<file path="config.mk">
export PLATFORM = sky130hd
export DESIGN_NAME = muldiv_sequencer
export DESIGN_NICKNAME = d
export VERILOG_FILES = /design/src/rtl/muldiv_pkg.sv /design/src/rtl/muldiv_step.sv /design/src/rtl/muldiv_sequencer.sv
export SDC_FILE = /design/constraint.sdc
export NUM_CORES = 1
export LEC_CHECK = 0
export CAP_MARGIN = 20
export CORE_MARGIN = 2
export CORE_UTILIZATION = 30
export DETAILED_ROUTE_END_ITERATION = 12
export SLEW_MARGIN = 20
export SYNTH_ARGS = -nofsm -noshare
export SYNTH_HDL_FRONTEND = slang
export SYNTH_SLANG_ARGS = --single-unit
</file>
<file path="constraint.sdc">
create_clock -name clk -period 5.5 [get_ports clk]
set_input_delay 1.1 -clock clk [delete_from_list [all_inputs] [get_ports clk]]
set_output_delay 1.1 -clock clk [all_outputs]
set_load 0.01 [all_outputs]
</file>
<file path="src/rtl/muldiv_pkg.sv">
// Shared constants for the RV32 M-extension iterative multiply/divide unit.
package muldiv_pkg;

  localparam int XLEN_DEF = 32;

  // funct3 encodings; bit 2 selects divide, for divides bit 1 selects
  // remainder and bit 0 selects unsigned.
  localparam logic [2:0] F3_MUL    = 3'b000;
  localparam logic [2:0] F3_MULH   = 3'b001;
  localparam logic [2:0] F3_MULHSU = 3'b010;
  localparam logic [2:0] F3_MULHU  = 3'b011;
  localparam logic [2:0] F3_DIV    = 3'b100;
  localparam logic [2:0] F3_DIVU   = 3'b101;
  localparam logic [2:0] F3_REM    = 3'b110;
  localparam logic [2:0] F3_REMU   = 3'b111;

  // Sequencer state encoding.
  localparam logic [1:0] ST_IDLE = 2'd0;
  localparam logic [1:0] ST_CALC = 2'd1;
  localparam logic [1:0] ST_FIX  = 2'd2;
  localparam logic [1:0] ST_DONE = 2'd3;

  // Architecturally defined special results (32-bit view).
  localparam logic [31:0] DIV0_Q  = 32'hFFFF_FFFF;
  localparam logic [31:0] INT_MIN = 32'h8000_0000;

endpackage

</file>
<file path="src/rtl/muldiv_step.sv">
// One radix-2 iteration on the shared 2*XLEN accumulator.
// Multiply: acc = {partial_hi, multiplier_remaining}; add multiplicand to the
// upper half when the current multiplier bit is set, then shift right.
// Divide: acc = {partial_remainder, dividend_remaining/quotient}; shift left,
// trial-subtract the divisor, and shift in the quotient bit.
module muldiv_step #(
  parameter int XLEN = 32
) (
  input  logic [2*XLEN-1:0] i_acc,
  input  logic [XLEN-1:0]   i_opb,
  input  logic              i_is_div,
  output logic [2*XLEN-1:0] o_acc
);

  logic [XLEN:0] w_sum;
  logic [XLEN:0] w_rem_sh;
  logic [XLEN:0] w_diff;

  // Both algorithms computed side by side; is_div picks the next accumulator.
  always_comb begin
    w_sum    = {1'b0, i_acc[2*XLEN-1:XLEN]} + (i_acc[0] ? {1'b0, i_opb} : '0);
    w_rem_sh = i_acc[2*XLEN-1:XLEN-1];
    // Borrow out (bit XLEN) means the trial subtract failed; the running
    // remainder is always below the divisor, so no other overflow is possible.
    w_diff   = w_rem_sh - {1'b0, i_opb};
    if (i_is_div) begin
      if (!w_diff[XLEN]) o_acc = {w_diff[XLEN-1:0], i_acc[XLEN-2:0], 1'b1};
      else               o_acc = {w_rem_sh[XLEN-1:0], i_acc[XLEN-2:0], 1'b0};
    end else begin
      o_acc = {w_sum, i_acc[XLEN-1:1]};
    end
  end

endmodule

</file>
<file path="src/rtl/muldiv_sequencer.sv">
// Iterative RV32 M-extension unit: sign-magnitude front end, XLEN shift-add or
// restoring-divide steps, then sign fix-up and half/quotient/remainder select.
// Handshake: start is sampled only in IDLE; stall holds the pipeline from the
// launch cycle through FIX; done is a one-cycle pulse with result valid.
module muldiv_sequencer
  import muldiv_pkg::*;
#(
  parameter int XLEN         = XLEN_DEF,
  parameter bit FAST_SPECIAL = 1'b1
) (
  input  logic            clk,
  input  logic            rst,
  input  logic            start,
  input  logic [2:0]      funct3,
  input  logic [XLEN-1:0] rs1,
  input  logic [XLEN-1:0] rs2,
  input  logic            flush,
  output logic            busy,
  output logic            stall,
  output logic            done,
  output logic [XLEN-1:0] result,
  output logic [1:0]      dbg_state
);

  localparam int CW = $clog2(XLEN);
  localparam logic [XLEN-1:0] W_INT_MIN = {1'b1, {(XLEN-1){1'b0}}};

  logic [1:0]        r_state;
  logic [2:0]        r_f3;
  logic [2*XLEN-1:0] r_acc;
  logic [XLEN-1:0]   r_opb;
  logic              r_neg_main;
  logic              r_neg_rem;
  logic [CW-1:0]     r_cnt;
  logic              r_busy;
  logic              r_done;
  logic [XLEN-1:0]   r_result;

  logic              w_is_div, w_sgn_a, w_sgn_b, w_neg_a, w_neg_b;
  logic [XLEN-1:0]   w_mag_a, w_mag_b, w_special;
  logic              w_div0, w_ovf, w_fast, w_launch;
  logic [2*XLEN-1:0] w_step, w_prod;
  logic [XLEN-1:0]   w_quot, w_rem, w_fix;
  logic [1:0]        w_next;

  muldiv_step #(.XLEN(XLEN)) u_step (
    .i_acc    (r_acc),
    .i_opb    (r_opb),
    .i_is_div (r_f3[2]),
    .o_acc    (w_step)
  );

  // Launch decode: operand signedness, magnitudes and special-case detection.
  always_comb begin
    w_is_div  = funct3[2];
    w_sgn_a   = w_is_div ? ~funct3[0] : (funct3 != F3_MULHU);
    w_sgn_b   = w_is_div ? ~funct3[0] : ~funct3[1];
    w_neg_a   = w_sgn_a & rs1[XLEN-1];
    w_neg_b   = w_sgn_b & rs2[XLEN-1];
    w_mag_a   = w_neg_a ? -rs1 : rs1;
    w_mag_b   = w_neg_b ? -rs2 : rs2;
    w_div0    = (rs2 == '0);
    w_ovf     = ~funct3[0] & (rs1 == W_INT_MIN) & (rs2 == '1);
    w_fast    = FAST_SPECIAL & w_is_div & (w_div0 | w_ovf);
    w_launch  = (r_state == ST_IDLE) & start & ~flush;
    if (w_div0) w_special = funct3[1] ? rs1 : '1;
    else        w_special = funct3[1] ? '0 : W_INT_MIN;
  end

  // Final sign correction and selection of the architectural result.
  always_comb begin
    w_prod = r_neg_main ? -r_acc : r_acc;
    w_quot = r_neg_main ? -r_acc[XLEN-1:0] : r_acc[XLEN-1:0];
    w_rem  = r_neg_rem ? -r_acc[2*XLEN-1:XLEN] : r_acc[2*XLEN-1:XLEN];
    if (r_f3[2])             w_fix = r_f3[1] ? w_rem : w_quot;
    else if (r_f3 == F3_MUL) w_fix = w_prod[XLEN-1:0];
    else                     w_fix = w_prod[2*XLEN-1:XLEN];
  end

  // Next-state logic; flush wins over everything.
  always_comb begin
    w_next = r_state;
    if (flush) begin
      w_next = ST_IDLE;
    end else begin
      case (r_state)
        ST_IDLE: if (start) w_next = w_fast ? ST_DONE : ST_CALC;
        ST_CALC: if (r_cnt == '0) w_next = ST_FIX;
        ST_FIX:  w_next = ST_DONE;
        default: w_next = ST_IDLE;
      endcase
    end
  end

  // State, datapath and registered outputs.
  always_ff @(posedge clk or posedge rst) begin
    if (rst) begin
      r_state    <= ST_IDLE;
      r_f3       <= '0;
      r_acc      <= '0;
      r_opb      <= '0;
      r_neg_main <= 1'b0;
      r_neg_rem  <= 1'b0;
      r_cnt      <= '0;
      r_busy     <= 1'b0;
      r_done     <= 1'b0;
      r_result   <= '0;
    end else begin
      r_state <= w_next;
      r_busy  <= (w_next != ST_IDLE);
      r_done  <= (w_next == ST_DONE);
      if (w_launch) begin
        r_f3      <= funct3;
        r_acc     <= {{XLEN{1'b0}}, w_mag_a};
        r_opb     <= w_mag_b;
        // A zero divisor must leave the all-ones quotient un-negated.
        r_neg_main <= (w_neg_a ^ w_neg_b) & ~(w_is_div & w_div0);
        r_neg_rem  <= w_neg_a;
        r_cnt      <= CW'(XLEN - 1);
        if (w_fast) r_result <= w_special;
      end else if (!flush && r_state == ST_CALC) begin
        r_acc <= w_step;
        r_cnt <= r_cnt - 1'b1;
      end else if (!flush && r_state == ST_FIX) begin
        r_result <= w_fix;
      end
    end
  end

  assign stall     = w_launch | (r_state == ST_CALC) | (r_state == ST_FIX);
  assign busy      = r_busy;
  assign done      = r_done;
  assign result    = r_result;
  assign dbg_state = r_state;

endmodule

</file>
==> metrics <==
sequential-to-total area share from yosys stat 24.8%; Hold WS 0.477 ns; area enclosed by the die boundary 49500 um2; number of synthesized flops with an enable pin 0; pins over their slew limit 0; MaxCap Viol Count 0; RSZ-0062 raised after global routing false; CTS resizes 0; DP HPWL 41.9 mm; launch point of the worst path r_acc[48]$_DFFE_PP0P_; syn_nets 2035; status finished, final reports clean; total global-route track usage 21.9%; die span in x 223 um; leakage power 0.00672 uW; number of buffers between clock root and the deepest sink 2; Worst setup EP type flip-flop; sum of overflow across all layers after global routing 0; combinational power share 57.2%; Worst Hold Path Cells 2; number of storage elements in the synthesis netlist 142; Power Total 6830 uW; std cell rows 80; largest fanout on the critical path 18; Net count, final 2080; weighted congestion at the end of routability-driven global placement 0.979; period utilization 83.7%; Async S/R FF share, synth 100%; Routed WL per cell 21.4 um; Final TNS setup 0 ns; worst slew margin relative to its limit 18.9%; Layout Cells excl Fill 2565; initial core utilization 30.2%; area of the core 47400 um2; net switching power of the design 3370 uW; Switching Share 49.3%; Clock Tree Root sky130_fd_sc_hd__clkbuf_16; critical path capture point r_acc[62]$_DFFE_PP0P_; layout cells sized above 1 5.33%; Via-to-Cell Ratio 5.84; Yosys warning total 0; commonest register cell after synthesis sky130_fd_sc_hd__dfrtp_1; number of input and output port buffers inserted 107; IO Count 108; number of instances in the synthesized netlist 1892; violation count after the first detailed-routing iteration 1753; Tmin final 4.60 ns; post-CTS clock slew at the launch and capture registers of the worst setup and hold paths 0.07 ns; drt pass-1 iters 7; TritonCTS Buffers 17; DRC errors left 0; pre-CTS setup slack 0.523 ns; Mapped Avg Cell Area 7.57 um2; number of filler instances in the final layout 5019; synth unique cells 82; critical path start-end classification flip-flop to flip-flop; H-tree depth 4; synthesis-to-layout area growth 16.1%; worst min-delay path category flip-flop to flip-flop; number of inserted diodes 0; vias in the first global route 14000; Int Pwr 3460 uW; final setup margin 0.896 ns; final setup skew 0.0140 ns; post-CTS repair timing setup buffer count 0; Die Height 223 um; transition time at the pin with the least slew margin 1.20 ns; kind of launch point of the worst setup path flip-flop; hold buffer count at cts 0; Detailed Route WL 54.9 mm; Seq pwr share 25.1%; Highest Clock Rate 217 MHz; largest net degree at the start of global routing 79; endpoint required time on the critical path 5.87 ns; number of antenna violations at the first check in global routing 0; Clock Latency Late Sink 0.46 ns; overall via count from detail_route 15000; power density of the placed cells 410 nW/um2; Finish-stage setup viols 0; post-synthesis cell area 14300 um2; R2R setup slack 0.90 ns; Worst Reg2Reg Path Length in Cells 11; number of clock sinks seen by CTS 142; number of hold-slack violations in the final timing report 0; Max rail drop VDD 0.270 mV; wire length of the first global-routing pass 84.9 mm; critical path data arrival time 4.97 ns; Crit Reg-Reg Startpoint r_acc[48]$_DFFE_PP0P_; clock power share 17.6%; post-route ant nets 0; placed instance count 2533; worst reg2reg endpoint r_acc[62]$_DFFE_PP0P_; CTS tree yes
==> synth_stat cells (all sizes together) (6+ instances only) <==
| library cell | n | area [um2] |
|---|---|---|
| a221oi | 7 | 61.3 |
| nand4 | 23 | 144 |
| a22oi | 17 | 128 |
| dfrtp | 142 | 3550 |
| nand2b | 19 | 119 |
| a21o | 31 | 233 |
| o21a | 12 | 90.1 |
| a2111oi | 6 | 52.6 |
| o21bai | 6 | 45.0 |
| or4 | 16 | 131 |
| o31ai | 22 | 165 |
| xnor2 | 108 | 946 |
| and3 | 10 | 62.6 |
| mux2i | 45 | 450 |
| o211ai | 51 | 383 |
| clkbuf | 106 | 398 |
| o21ai | 203 | 1020 |
| o22ai | 15 | 93.8 |
| o41ai | 18 | 158 |
| buf | 15 | 75.1 |
| or2 | 10 | 62.6 |
| xor2 | 85 | 744 |
| nand2 | 183 | 687 |
| a21oi | 141 | 706 |
| ha | 70 | 876 |
| or3 | 16 | 105 |
| nand3b | 7 | 65.1 |
| a31oi | 26 | 163 |
| nor3 | 43 | 220 |
| nor3b | 7 | 52.6 |
| nor4 | 18 | 128 |
| a211oi | 18 | 135 |
| inv | 77 | 289 |
| nor2 | 161 | 604 |
| nand3 | 55 | 275 |
| and2 | 11 | 68.8 |
==> placed cells by master (no fill, tap or decap), types with 70 or more instances in the layout <==
cell	synthesis	routed
sky130_fd_sc_hd__a21oi_1	141	141
sky130_fd_sc_hd__clkdlybuf4s50_1	0	107
sky130_fd_sc_hd__dfrtp_1	142	141
sky130_fd_sc_hd__ha_1	70	70
sky130_fd_sc_hd__inv_1	77	76
sky130_fd_sc_hd__nand2_1	183	183
sky130_fd_sc_hd__nor2_1	161	157
sky130_fd_sc_hd__o21ai_0	200	200
sky130_fd_sc_hd__xnor2_1	108	108
sky130_fd_sc_hd__xor2_1	85	85
==> kinds of logic (layout without fill, tap and decap cells) <==
logic type | Yosys count | after routing | share of synthesized area (%)
compound gates | 637 | 637 | 28.0
xor+xnor | 193 | 193 | 11.8
fa+ha+maj | 72 | 72 | 6.39
buf+inv | 200 | 258 | 5.37
flops | 142 | 142 | 24.8
mux | 48 | 48 | 3.38
simple gates | 600 | 600 | 20.2
==> worst max-delay path, cell delays in order (launching register included) <==
cell and delay [ns]:
sky130_fd_sc_hd__dfrtp_1 0.53, sky130_fd_sc_hd__ha_1 0.46, sky130_fd_sc_hd__a21o_1 0.22, sky130_fd_sc_hd__a221oi_1 0.40, sky130_fd_sc_hd__o21ai_0 0.20, sky130_fd_sc_hd__o41ai_1 0.67
sky130_fd_sc_hd__o211ai_1 0.22, sky130_fd_sc_hd__and3_1 0.23, sky130_fd_sc_hd__buf_4 0.17, sky130_fd_sc_hd__nor2_2 0.82, sky130_fd_sc_hd__o311ai_0 0.31, sky130_fd_sc_hd__a211oi_1 0.29
==> state kept, by name (all words and copies together), names as in the netlist <==
register    count
dbg_state       2
r_neg_rem       1
result         32
r_acc          64
r_neg_main      1
r_opb          32
r_f3            3
done            1
r_cnt           5
busy            1
==> power by group through the flow <==
stage                     Combinational (uW)  Sequential (uW)  Clock, uW
after floorplan                         2970             1430          0
after global placement                  3770             1710          0
final                                   3910             1720       1200
after detailed placement                3800             1720          0
after global routing                    4270             1750       1260
after CTS                               3820             1700       1220
==> routing by layer <==
metal,routed length [um],GRT usage [%]
met1,24700,30.8
met2,23900,33.5
met3,4370,3.56
met4,1950,8.59
met5,0,0
==> worst min path at each step <==
stage	startpoint	to	slack, ns
after floorplan	r_opb[10]$_DFFE_PP0P_	r_opb[10]$_DFFE_PP0P_	0.45
after CTS	r_f3[1]$_DFFE_PP0P_	r_f3[1]$_DFFE_PP0P_	0.48
after detailed placement	r_f3[1]$_DFFE_PP0P_	r_f3[1]$_DFFE_PP0P_	0.47
final	r_opb[14]$_DFFE_PP0P_	r_opb[14]$_DFFE_PP0P_	0.48
after global routing	r_opb[15]$_DFFE_PP0P_	r_opb[15]$_DFFE_PP0P_	0.52
after global placement	r_f3[1]$_DFFE_PP0P_	r_f3[1]$_DFFE_PP0P_	0.46
==> cell type report <==
cell class | count | area, um2 | share of cell area (%)
timing repair buffer | 147 | 1390 | 8.36
sequential | 142 | 3550 | 21.4
clock inverter | 13 | 140 | 0.842
inverter | 79 | 302 | 1.81
multi-input combinational | 1550 | 10000 | 60.3
clock buffer | 19 | 443 | 2.66
tap | 615 | 769 | 4.62
==> through the flow <==
stage / area [um2] / utilization, %
after floorplan: 14300 / -
after global placement: 16000 / 33.8
after detailed placement: 16100 / 33.8
after CTS: 16600 / 35.1
after global routing: 16600 / 35.1
final: 16600 / 35.1
Power figures use the tool's default switching activity.
